--- config.mk ---
export PLATFORM = sky130hd
export DESIGN_NAME = audio_sample_mixer
export DESIGN_NICKNAME = d
export VERILOG_FILES = /design/src/rtl/audio_mix_pkg.sv /design/src/rtl/audio_mix_sat.sv /design/src/rtl/audio_sample_mixer.sv
export SDC_FILE = /design/constraint.sdc
export NUM_CORES = 1
export LEC_CHECK = 0
export CAP_MARGIN = 20
export CORE_MARGIN = 2
export CORE_UTILIZATION = 40
export DETAILED_ROUTE_END_ITERATION = 8
export PLACE_DENSITY = 0.58
export SLEW_MARGIN = 15
export SYNTH_ARGS = -nofsm -noshare
export SYNTH_HDL_FRONTEND = slang
export SYNTH_SLANG_ARGS = --single-unit
--- constraint.sdc ---
create_clock -name clk_100 -period 19.5 [get_ports clk_100]
set_clock_uncertainty 0.2 [all_clocks]
set_input_delay 3.9 -clock clk_100 [delete_from_list [all_inputs] [get_ports clk_100]]
set_output_delay 3.9 -clock clk_100 [all_outputs]
set_load 0.05 [all_outputs]
--- src/rtl/audio_mix_pkg.sv ---
// ============================================================================
// Module  : audio_mix_pkg
// Brief   : Shared types and widths for the audio sample mixer.
// Rev     : 1.0  initial release
// ============================================================================
`default_nettype none

package audio_mix_pkg;

  localparam int VOL_W   = 3;
  localparam int SHIFT_W = 2;
  localparam int TONE_W  = 6;

  typedef enum logic [1:0] {
    IDLE  = 2'd0,
    ACCUM = 2'd1,
    SCALE = 2'd2,
    OUT   = 2'd3
  } mix_state_t;

endpackage

`default_nettype wire

--- src/rtl/audio_mix_sat.sv ---
// ============================================================================
// Module  : audio_mix_sat
// Brief   : Signed saturator from IN_W to OUT_W bits, flags clamped values.
// Rev     : 1.0  initial release
// ============================================================================
`default_nettype none

module audio_mix_sat #(
  parameter int IN_W  = 31,
  parameter int OUT_W = 24
) (
  input  logic signed [IN_W-1:0]  din,
  output logic signed [OUT_W-1:0] dout,
  output logic                    clip
);

  generate
    if (IN_W > OUT_W) begin : g_narrow
      // In range only when every bit above the output sign bit matches it.
      logic [IN_W-OUT_W:0] w_top;
      logic                w_ovf;

      assign w_top = din[IN_W-1:OUT_W-1];
      assign w_ovf = !((&w_top) || (~|w_top));

      always_comb begin
        clip = w_ovf;
        if (w_ovf) begin
          dout = din[IN_W-1] ? {1'b1, {(OUT_W-1){1'b0}}}
                             : {1'b0, {(OUT_W-1){1'b1}}};
        end else begin
          dout = din[OUT_W-1:0];
        end
      end
    end else begin : g_pass
      assign dout = OUT_W'(din);
      assign clip = 1'b0;
    end
  endgenerate

endmodule

`default_nettype wire

--- src/rtl/audio_sample_mixer.sv ---
// ============================================================================
// Module  : audio_sample_mixer
// Brief   : Sequential NUM_CH-channel PCM mixer with per-channel attenuation,
//           L/R routing, master volume, saturation and sticky status flags.
//           Optional sawtooth test tone when AUDIO_MIX_TONE_EN is defined.
// Rev     : 1.0  initial release
// ============================================================================
`default_nettype none

module audio_sample_mixer
  import audio_mix_pkg::*;
#(
  parameter int NUM_CH = 6,
  parameter int IN_W   = 24,
  parameter int OUT_W  = 24
) (
  input  logic                            clk_100,
  input  logic                            reset,
  input  logic                            new_sample,
  input  logic [NUM_CH-1:0][IN_W-1:0]     ch_sample,
  input  logic [NUM_CH-1:0]               ch_en_l,
  input  logic [NUM_CH-1:0]               ch_en_r,
  input  logic [NUM_CH-1:0][SHIFT_W-1:0]  ch_shift,
  input  logic [VOL_W-1:0]                master_vol_l,
  input  logic [VOL_W-1:0]                master_vol_r,
  input  logic                            tone_en,
  input  logic                            clear_flags,
  output logic [OUT_W-1:0]                hphone_l,
  output logic [OUT_W-1:0]                hphone_r,
  output logic                            hphone_valid,
  output logic                            busy,
  output logic                            overrun,
  output logic                            clip_l,
  output logic                            clip_r
);

  localparam int ACC_W  = OUT_W + $clog2(NUM_CH) + 4;
  localparam int IDX_W  = (NUM_CH > 1) ? $clog2(NUM_CH) : 1;
  localparam int PROD_W = ACC_W + VOL_W + 2;
  localparam int LJ     = OUT_W - IN_W;
  localparam logic [IDX_W-1:0] IDX_LAST = IDX_W'(NUM_CH - 1);

  mix_state_t r_state;
  mix_state_t w_state_nxt;

  logic [NUM_CH-1:0][OUT_W-1:0]   r_snap;
  logic [NUM_CH-1:0]              r_en_l;
  logic [NUM_CH-1:0]              r_en_r;
  logic [NUM_CH-1:0][SHIFT_W-1:0] r_shift;
  logic [VOL_W-1:0]               r_vol_l;
  logic [VOL_W-1:0]               r_vol_r;
  logic [IDX_W-1:0]               r_idx;
  logic signed [ACC_W-1:0]        r_acc_l;
  logic signed [ACC_W-1:0]        r_acc_r;

  logic                           w_load;
  logic                           w_accum;
  logic                           w_scale;
  logic signed [ACC_W-1:0]        w_term;
  logic signed [VOL_W+1:0]        w_gain_l;
  logic signed [VOL_W+1:0]        w_gain_r;
  logic signed [PROD_W-1:0]       w_prod_l;
  logic signed [PROD_W-1:0]       w_prod_r;
  logic signed [ACC_W-1:0]        w_scaled_l;
  logic signed [ACC_W-1:0]        w_scaled_r;
  logic signed [OUT_W-1:0]        w_sat_l;
  logic signed [OUT_W-1:0]        w_sat_r;
  logic                           w_clip_l;
  logic                           w_clip_r;
  logic                           w_tone_sel;
  logic [OUT_W-1:0]               w_tone_word;

  // ---------------------------------------------------------------- FSM
  always_ff @(posedge clk_100) begin
    if (reset) begin
      r_state <= IDLE;
    end else begin
      r_state <= w_state_nxt;
    end
  end

  always_comb begin
    w_state_nxt = r_state;
    case (r_state)
      IDLE:    if (new_sample) w_state_nxt = ACCUM;
      ACCUM:   if (r_idx == IDX_LAST) w_state_nxt = SCALE;
      SCALE:   w_state_nxt = OUT;
      OUT:     w_state_nxt = IDLE;
      default: w_state_nxt = IDLE;
    endcase
  end

  always_comb begin
    w_load       = 1'b0;
    w_accum      = 1'b0;
    w_scale      = 1'b0;
    busy         = 1'b1;
    hphone_valid = 1'b0;
    case (r_state)
      IDLE: begin
        busy   = 1'b0;
        w_load = new_sample;
      end
      ACCUM:   w_accum      = 1'b1;
      SCALE:   w_scale      = 1'b1;
      OUT:     hphone_valid = 1'b1;
      default: busy         = 1'b0;
    endcase
  end

  // ---------------------------------------------------------------- datapath
  always_ff @(posedge clk_100) begin
    if (w_load) begin
      for (int i = 0; i < NUM_CH; i++) begin
        r_snap[i] <= OUT_W'($signed(ch_sample[i])) <<< LJ;
      end
      r_en_l  <= ch_en_l;
      r_en_r  <= ch_en_r;
      r_shift <= ch_shift;
      r_vol_l <= master_vol_l;
      r_vol_r <= master_vol_r;
    end
  end

  assign w_term = ACC_W'($signed(r_snap[r_idx])) >>> r_shift[r_idx];

  assign w_gain_l   = signed'({2'b00, r_vol_l} + (VOL_W+2)'(1));
  assign w_gain_r   = signed'({2'b00, r_vol_r} + (VOL_W+2)'(1));
  assign w_prod_l   = PROD_W'(r_acc_l) * PROD_W'(w_gain_l);
  assign w_prod_r   = PROD_W'(r_acc_r) * PROD_W'(w_gain_r);
  assign w_scaled_l = ACC_W'(w_prod_l >>> 3);
  assign w_scaled_r = ACC_W'(w_prod_r >>> 3);

  audio_mix_sat #(.IN_W(ACC_W), .OUT_W(OUT_W)) u_sat_l (
    .din  (w_scaled_l),
    .dout (w_sat_l),
    .clip (w_clip_l)
  );

  audio_mix_sat #(.IN_W(ACC_W), .OUT_W(OUT_W)) u_sat_r (
    .din  (w_scaled_r),
    .dout (w_sat_r),
    .clip (w_clip_r)
  );

  // Outputs are registered at the end of SCALE so they are visible while OUT
  // asserts hphone_valid.
  always_ff @(posedge clk_100) begin
    if (reset) begin
      r_idx    <= '0;
      r_acc_l  <= '0;
      r_acc_r  <= '0;
      hphone_l <= '0;
      hphone_r <= '0;
      overrun  <= 1'b0;
      clip_l   <= 1'b0;
      clip_r   <= 1'b0;
    end else begin
      if (w_load) begin
        r_idx   <= '0;
        r_acc_l <= '0;
        r_acc_r <= '0;
      end else if (w_accum) begin
        r_idx <= r_idx + IDX_W'(1);
        if (r_en_l[r_idx]) r_acc_l <= r_acc_l + w_term;
        if (r_en_r[r_idx]) r_acc_r <= r_acc_r + w_term;
      end

      if (w_scale) begin
        hphone_l <= w_tone_sel ? w_tone_word : w_sat_l;
        hphone_r <= w_tone_sel ? w_tone_word : w_sat_r;
      end

      if (new_sample && (r_state != IDLE)) overrun <= 1'b1;
      else if (clear_flags)                overrun <= 1'b0;

      if (w_scale && !w_tone_sel && w_clip_l) clip_l <= 1'b1;
      else if (clear_flags)                   clip_l <= 1'b0;

      if (w_scale && !w_tone_sel && w_clip_r) clip_r <= 1'b1;
      else if (clear_flags)                   clip_r <= 1'b0;
    end
  end

  // ---------------------------------------------------------------- test tone
`ifdef AUDIO_MIX_TONE_EN
  logic              r_tone;
  logic [TONE_W-1:0] r_tone_cnt;

  always_ff @(posedge clk_100) begin
    if (reset) begin
      r_tone     <= 1'b0;
      r_tone_cnt <= '0;
    end else begin
      if (w_load) r_tone <= tone_en;
      if (w_scale && r_tone) r_tone_cnt <= r_tone_cnt + TONE_W'(1);
    end
  end

  assign w_tone_sel  = r_tone;
  assign w_tone_word = OUT_W'(r_tone_cnt) << (OUT_W - TONE_W);
`else
  logic w_unused_tone;

  assign w_unused_tone = tone_en;
  assign w_tone_sel    = 1'b0;
  assign w_tone_word   = '0;
`endif

endmodule

`default_nettype wire

After elaboration in Yosys (flattened, before gate mapping)

Index checks and enable logic that the tools add are counted.

Bits in registers: 292
Bits in latches: 0
RAM bits: 0
Bits in read-only memories: 0
Input bits: 179
Output and inout port bits: 53
Logic and storage cells: 86
Memories: 0

Add/subtract/negate cells: 5
$mul: 2
Div/mod/pow operators: 0
Magnitude comparators: 1
Equal/unequal tests: 6
Shifts and indexed selects: 1
Muxes and demuxes: 24
Bitwise operators: 0
Reduce and logical (&&, ||, !) cells: 22

Operator list:

| cell                                                        | number |
|---|---|
| two-way mux 24 bit                                          | 5 |
| binary-select mux 24 bit (select 3 bit)                     | 1 |
| multiplier 31 x 5 -> 34 bit                                 | 2 |
| adder 31 bit                                                | 2 |
| >>> shifter 24 x 2 -> 31 bit                                | 1 |
| AND reduction 8 bit                                         | 2 |
| OR reduction 8 bit                                          | 2 |
| two-way mux 1 bit                                           | 11 |
| adder 3 x 1 -> 4 bit (second input constant)                | 2 |
| case mux 2 bit (4 select lines)                             | 1 |
| nonzero test 2 bit                                          | 4 |
| binary-select mux 1 bit (select 3 bit)                      | 2 |
| binary-select mux 2 bit (select 3 bit)                      | 1 |
| two-way mux 2 bit                                           | 3 |
| AND reduction 2 bit                                         | 3 |
| == test 2 bit (second input constant)                       | 2 |
| logical NOT 1 bit                                           | 4 |
| less-than comparator 3 x 4 -> 1 bit (second input constant) | 1 |
| inequality test 2 bit (second input constant)               | 2 |
| adder 3 x 1 -> 3 bit (second input constant)                | 1 |
| == test 3 bit (second input constant)                       | 1 |
| logical AND 1 bit                                           | 3 |
| == test 2 x 1 -> 1 bit (second input constant)              | 1 |
| logical NOT 2 bit                                           | 1 |
| 2 further kinds                                             | 3 |

Logic depth before layout (Yosys ltp)

Depth in word-level cells: 8
Depth in mapped cells: 23
Mapped depth without buffers: 21

Hierarchy

A second synthesis with hierarchy kept.

Cells, all modules: 2432
Area total of the unflattened synthesis: 23521.3 um2

Modules (own cells, without submodules):

| module             | times used | cells each | area each (um2) | sequential area each (um2) |
|---|---|---|---|---|
| audio_sample_mixer | 1          | 2360       | 22873.2         | 7587.3 |
| audio_mix_sat      | 2          | 36         | 324.1           | 0.0 |

Least setup slack after synthesis

No wires, ideal clock.

Path type: input-to-reg
Start: in new_sample
End: reg r_acc_l[14]
Data arrival time: 13.145 ns
Required time: 19.166 ns
Slack: 6.022 ns
Stages: 5
Cells stage by stage: inv_1 nor2_1 nor2_1 nand4_1 nand3_1

Longest elaborated chain between the ends: 2

Ends and longest elaborated chain:

| what                                | line                      | RTL |
|---|---|---|
| start: declaration                  | audio_sample_mixer.sv:19  | `input logic new_sample,` |
| two-way mux 1 bit                   | audio_sample_mixer.sv:99  | `case (r_state)` |
| named net w_load                    | audio_sample_mixer.sv:56  | `logic w_load;` |
| OR reduction 2 bit (no source line) | n/a                       |  |
| end signal: assignment              | audio_sample_mixer.sv:165 | `if (r_en_l[r_idx]) r_acc_l <= r_acc_l + w_term;` |
| end: declaration                    | audio_sample_mixer.sv:53  | `logic signed [ACC_W-1:0] r_acc_l;` |

The timed path passes the listed nets, and every way through them passes these cells.
A chain may end at the register's enable or synchronous reset.

Worst setup path after layout

Start: reg r_vol_l[0]
End: reg hphone_l[0]

Longest elaborated chain between the ends: 6
Elaborated cells between the ends (all ways): 8
Classes of those cells: add/sub (1); mul (1); mux (2); reduce/logical (4)

Ends and longest elaborated chain:

| what                          | line                      | RTL |
|---|---|---|
| start: declaration            | audio_sample_mixer.sv:50  | `logic [VOL_W-1:0] r_vol_l;` |
| start signal: assignment      | audio_sample_mixer.sv:120 | `r_vol_l <= master_vol_l;` |
| adder 3 x 1 -> 4 bit *        | audio_sample_mixer.sv:127 | `assign w_gain_l = signed'({2'b00, r_vol_l} + (VOL_W+2)'(1));` |
| multiplier 31 x 5 -> 34 bit * | audio_sample_mixer.sv:129 | `assign w_prod_l = PROD_W'(r_acc_l) * PROD_W'(w_gain_l);` |
| OR reduction 8 bit            | audio_mix_sat.sv:24       | `assign w_ovf = !((&w_top) \|\| (~\|w_top));` |
| logical NOT 1 bit             | audio_mix_sat.sv:24       |  |
| logical OR 1 bit              | audio_mix_sat.sv:24       |  |
| two-way mux 24 bit *          | audio_mix_sat.sv:28       | `if (w_ovf) begin` |
| end signal: assignment        | audio_sample_mixer.sv:170 | `hphone_l <= w_tone_sel ? w_tone_word : w_sat_l;` |
| end: declaration              | audio_sample_mixer.sv:28  | `output logic [OUT_W-1:0] hphone_l,` |

Every way passes the cells marked *; elsewhere a longest branch is shown, timed or not.

==> flow_summary.json <==
{
  "worstSetupEndpointType": "flip-flop",
  "synth_nets": 2888,
  "ff_latch_area_um2": 7591,
  "nets": 3086,
  "crit_chain": "and3_1 > and2_1 > ha_1 > fa_1 > inv_1 > fa_1 > inv_1 > ha_1 > and3_1 > a221o_2 > o211ai_2 > a21oi_1 > a31oi_1 > a21oi_1 > xnor2_1 > or4b_4 > nor4_4 > a32o_4 > a211oi_1",
  "drc": 0,
  "p_leak_nw": 11.89,
  "ctsHoldBuffers": 0,
  "gp_congestion": 0.8584,
  "switchingPower_mw": 1.593,
  "drt-pass1-iter-count": 5,
  "area_growth_pct": 18.55,
  "tightest_slew_ns": 1.041,
  "boundaryPins": 232,
  "cts_root_buffer": "clkbuf_16",
  "die_w_um": 244.8,
  "die_h_um": 244.8,
  "overflow": 0,
  "period_minus_slack_ns": 7.627,
  "initial_core_util_pct": 40.36,
  "power.clock.fraction_pct": 19.3,
  "max_freq_mhz": 131.1,
  "num_vias": 17400,
  "vias_per_cell": 5.144,
  "fin_setup_tns_ns": 0,
  "fin_hold_ws_ns": 0.2771,
  "nFillCells": 5441,
  "htree_num_levels": 2,
  "grt_max_degree": 83,
  "antenna_found_initial": 1,
  "path_max_fanout": 35,
  "cellPowerDensity_nw_per_um2": 132.7,
  "p_seq_share_pct": 26.4,
  "synthTopCellsByArea": "edfxtp_1 23%, fa_1 11%, ha_1 10%, dfxtp_1 10%, and2_1 5.0%",
  "wire_per_inst_um": 16.97,
  "cp_data_required_time_ns": 19.72,
  "crit_type": "flip-flop to flip-flop",
  "postCtsSetupBuffers": 0,
  "row_count": 88,
  "status": "complete, no violations",
  "period_share_pct": 39.11,
  "multiInputGateArea_um2": 14340,
  "swShare_pct": 43.66,
  "io_buffers": 230,
  "track_usage_pct": 19.27,
  "worst_hold_path_type": "flip-flop to flip-flop",
  "ys.flop_type": "edfxtp_1",
  "setup_violations": 0,
  "internal-power_mw": 2.056,
  "syn_area_um2": 23200,
  "ant_nets": 0,
  "drv_cap": 0,
  "ys_types": 87,
  "yosysMostFrequentCell": "inv_1",
  "synth_edf_count": 174,
  "yosysWarningCount": 0,
  "crit_path_top_delay_cell": "edfxtp_1",
  "core_area_um2": 57480,
  "ys_ff_latch": 292,
  "numCtsBuffers": 35,
  "drtIter0Drc": 1012,
  "die_area_um2": 59940,
  "clk_pin_slew_ns": 0.06,
  "hold_viol_final": 0,
  "grt_first_pass_wirelength_um": 93170,
  "path_delay_family": "simple AND/OR/NAND/NOR gates",
  "maxSlewViolCount": 0,
  "totalWireLength_um": 57400,
  "cts_tree": "done",
  "synth_sequential_area_ratio_pct": 32.70,
  "finalWorstSetupSlack_ns": 11.87,
  "grt_pass1_vias": 17540,
  "clock_latency_ns": 0.55,
  "synth.avg_cell_area_um2": 9.695,
  "max_stage_delay_ns": 1.03,
  "worst-path-buf-inv": 2,
  "place_ws_ns": 11.78,
  "synth_top_area_share_pct": 22.52,
  "cp-start-kind": "flip-flop",
  "clock-sinks": 292,
  "synth_commonest_cells": "248 x inv_1, 194 x ha_1, 187 x nand2_1, 184 x and2_1, 176 x a21oi_1",
  "rsz0062_at_grt": "no",
  "post_cts_resized": 0,
  "cts_max_path_buffers": 3,
  "drive_gt1_share_pct": 6.684,
  "arrival_ns": 7.84,
  "synth_largest_area_cell": "edfxtp_1",
  "antenna_cells": 0,
  "async_reset_ff_share_pct": 0,
  "syn_inst": 2393,
  "irDropWorstVdd_mv": 0.09292,
  "relSlewSlack_pct": 30.59,
  "comb_power_share_pct": 54.4,
  "hpwl_um": 44560
}
==> sequential cells by signal (all words and copies together), names as in the netlist <==
signal,cells
r_en_r,6
hphone_l,24
r_acc_l,31
r_vol_l,3
r_snap,144
r_shift,12
clip_r,1
hphone_r,24
r_idx,3
r_state,2
r_en_l,6
clip_l,1
r_vol_r,3
r_acc_r,31
overrun,1
==> metrics by stage <==
stage                     cells  cell area (um2)  total power, mW  util [%]
after global placement     3318            26260            2.915     45.68
after global routing       3383            27500            3.920     47.85
after floorplan            2393            23200            2.433         -
after detailed placement   3318            26260            2.953     45.68
after CTS                  3382            27490            3.680     47.83
final                      3383            27500            3.649     47.85
==> path summary, 6_finish.rpt <==
check	start	to	slack, ns	depth (start not counted)
worst max-delay path	r_vol_l[0]	hphone_l[0]	11.87	19
worst min-delay path	hphone_r[23]	hphone_r[23]	0.28	2
worst max register to register	r_vol_l[0]	hphone_l[0]	11.87	19
worst min register to register	hphone_r[23]	hphone_r[23]	0.28	2
==> cell usage in the layout (no fill, tap or decap), types with 20 or more instances in the layout <==
cell	n
inv_1	248
clkdlybuf4s50_1	230
ha_1	193
nand2_1	187
and2_1	184
a21oi_1	174
edfxtp_1	174
nor2_1	164
fa_1	122
dfxtp_1	117
xnor2_1	68
nand2b_1	65
o21ai_0	58
a21o_1	57
mux2i_1	53
xor2_1	42
clkbuf_16	36
a211oi_1	30
mux4_2	28
nor2b_1	26
nor3_1	26
and3_1	24
nand3_1	24
a211oi_2	20
==> routing by layer <==
metal,track usage [%],vias to the layer above,wire length (um)
li1,-,8704,-
met1,26.82,8228,27210
met2,30.69,405,25510
met3,4.199,64,3550
met4,4.250,2,1112
met5,0,-,13
==> tightest hold or removal path, delay by kind of cell (launching register included) <==
| family | cells | cell delay (ns) |
|---|---|---|
| flip-flops | 1 | 0.31 |
| AO/OA/AOI/OAI | 1 | 0.06 |
| AND/OR/NAND/NOR | 1 | 0.06 |
==> logic make-up (layout without fill, tap and decap cells) <==
kind of cell / Yosys count / in the layout / synth area share [%]
muxes: 100 / 100 / 5.927
buffers and inverters: 337 / 562 / 5.663
adders and majority gates: 316 / 316 / 20.99
AOI/OAI and AO/OA: 484 / 484 / 14.06
and+or+nand+nor: 754 / 754 / 16.50
xor gates and xnor gates: 110 / 110 / 4.153
DFF: 292 / 292 / 32.70
==> power groups by stage <==
stage	Clock [mW]	Sequential, mW	Combinational [mW]
after floorplan	0	1.09	1.35
after global placement	0	0.972	1.94
after detailed placement	0	0.979	1.97
after CTS	0.727	0.966	1.99
after global routing	0.745	0.987	2.19
final	0.703	0.962	1.98
==> area by class of cell <==
class,count,area share [%]
multi-input combinational,1764,52.12
sequential,292,27.60
timing repair buffer,249,8.903
clock buffer,43,3.480
tap,765,3.480
inverter,249,3.398
clock inverter,21,1.015
Note: power is estimated with default switching activity, not from simulation.
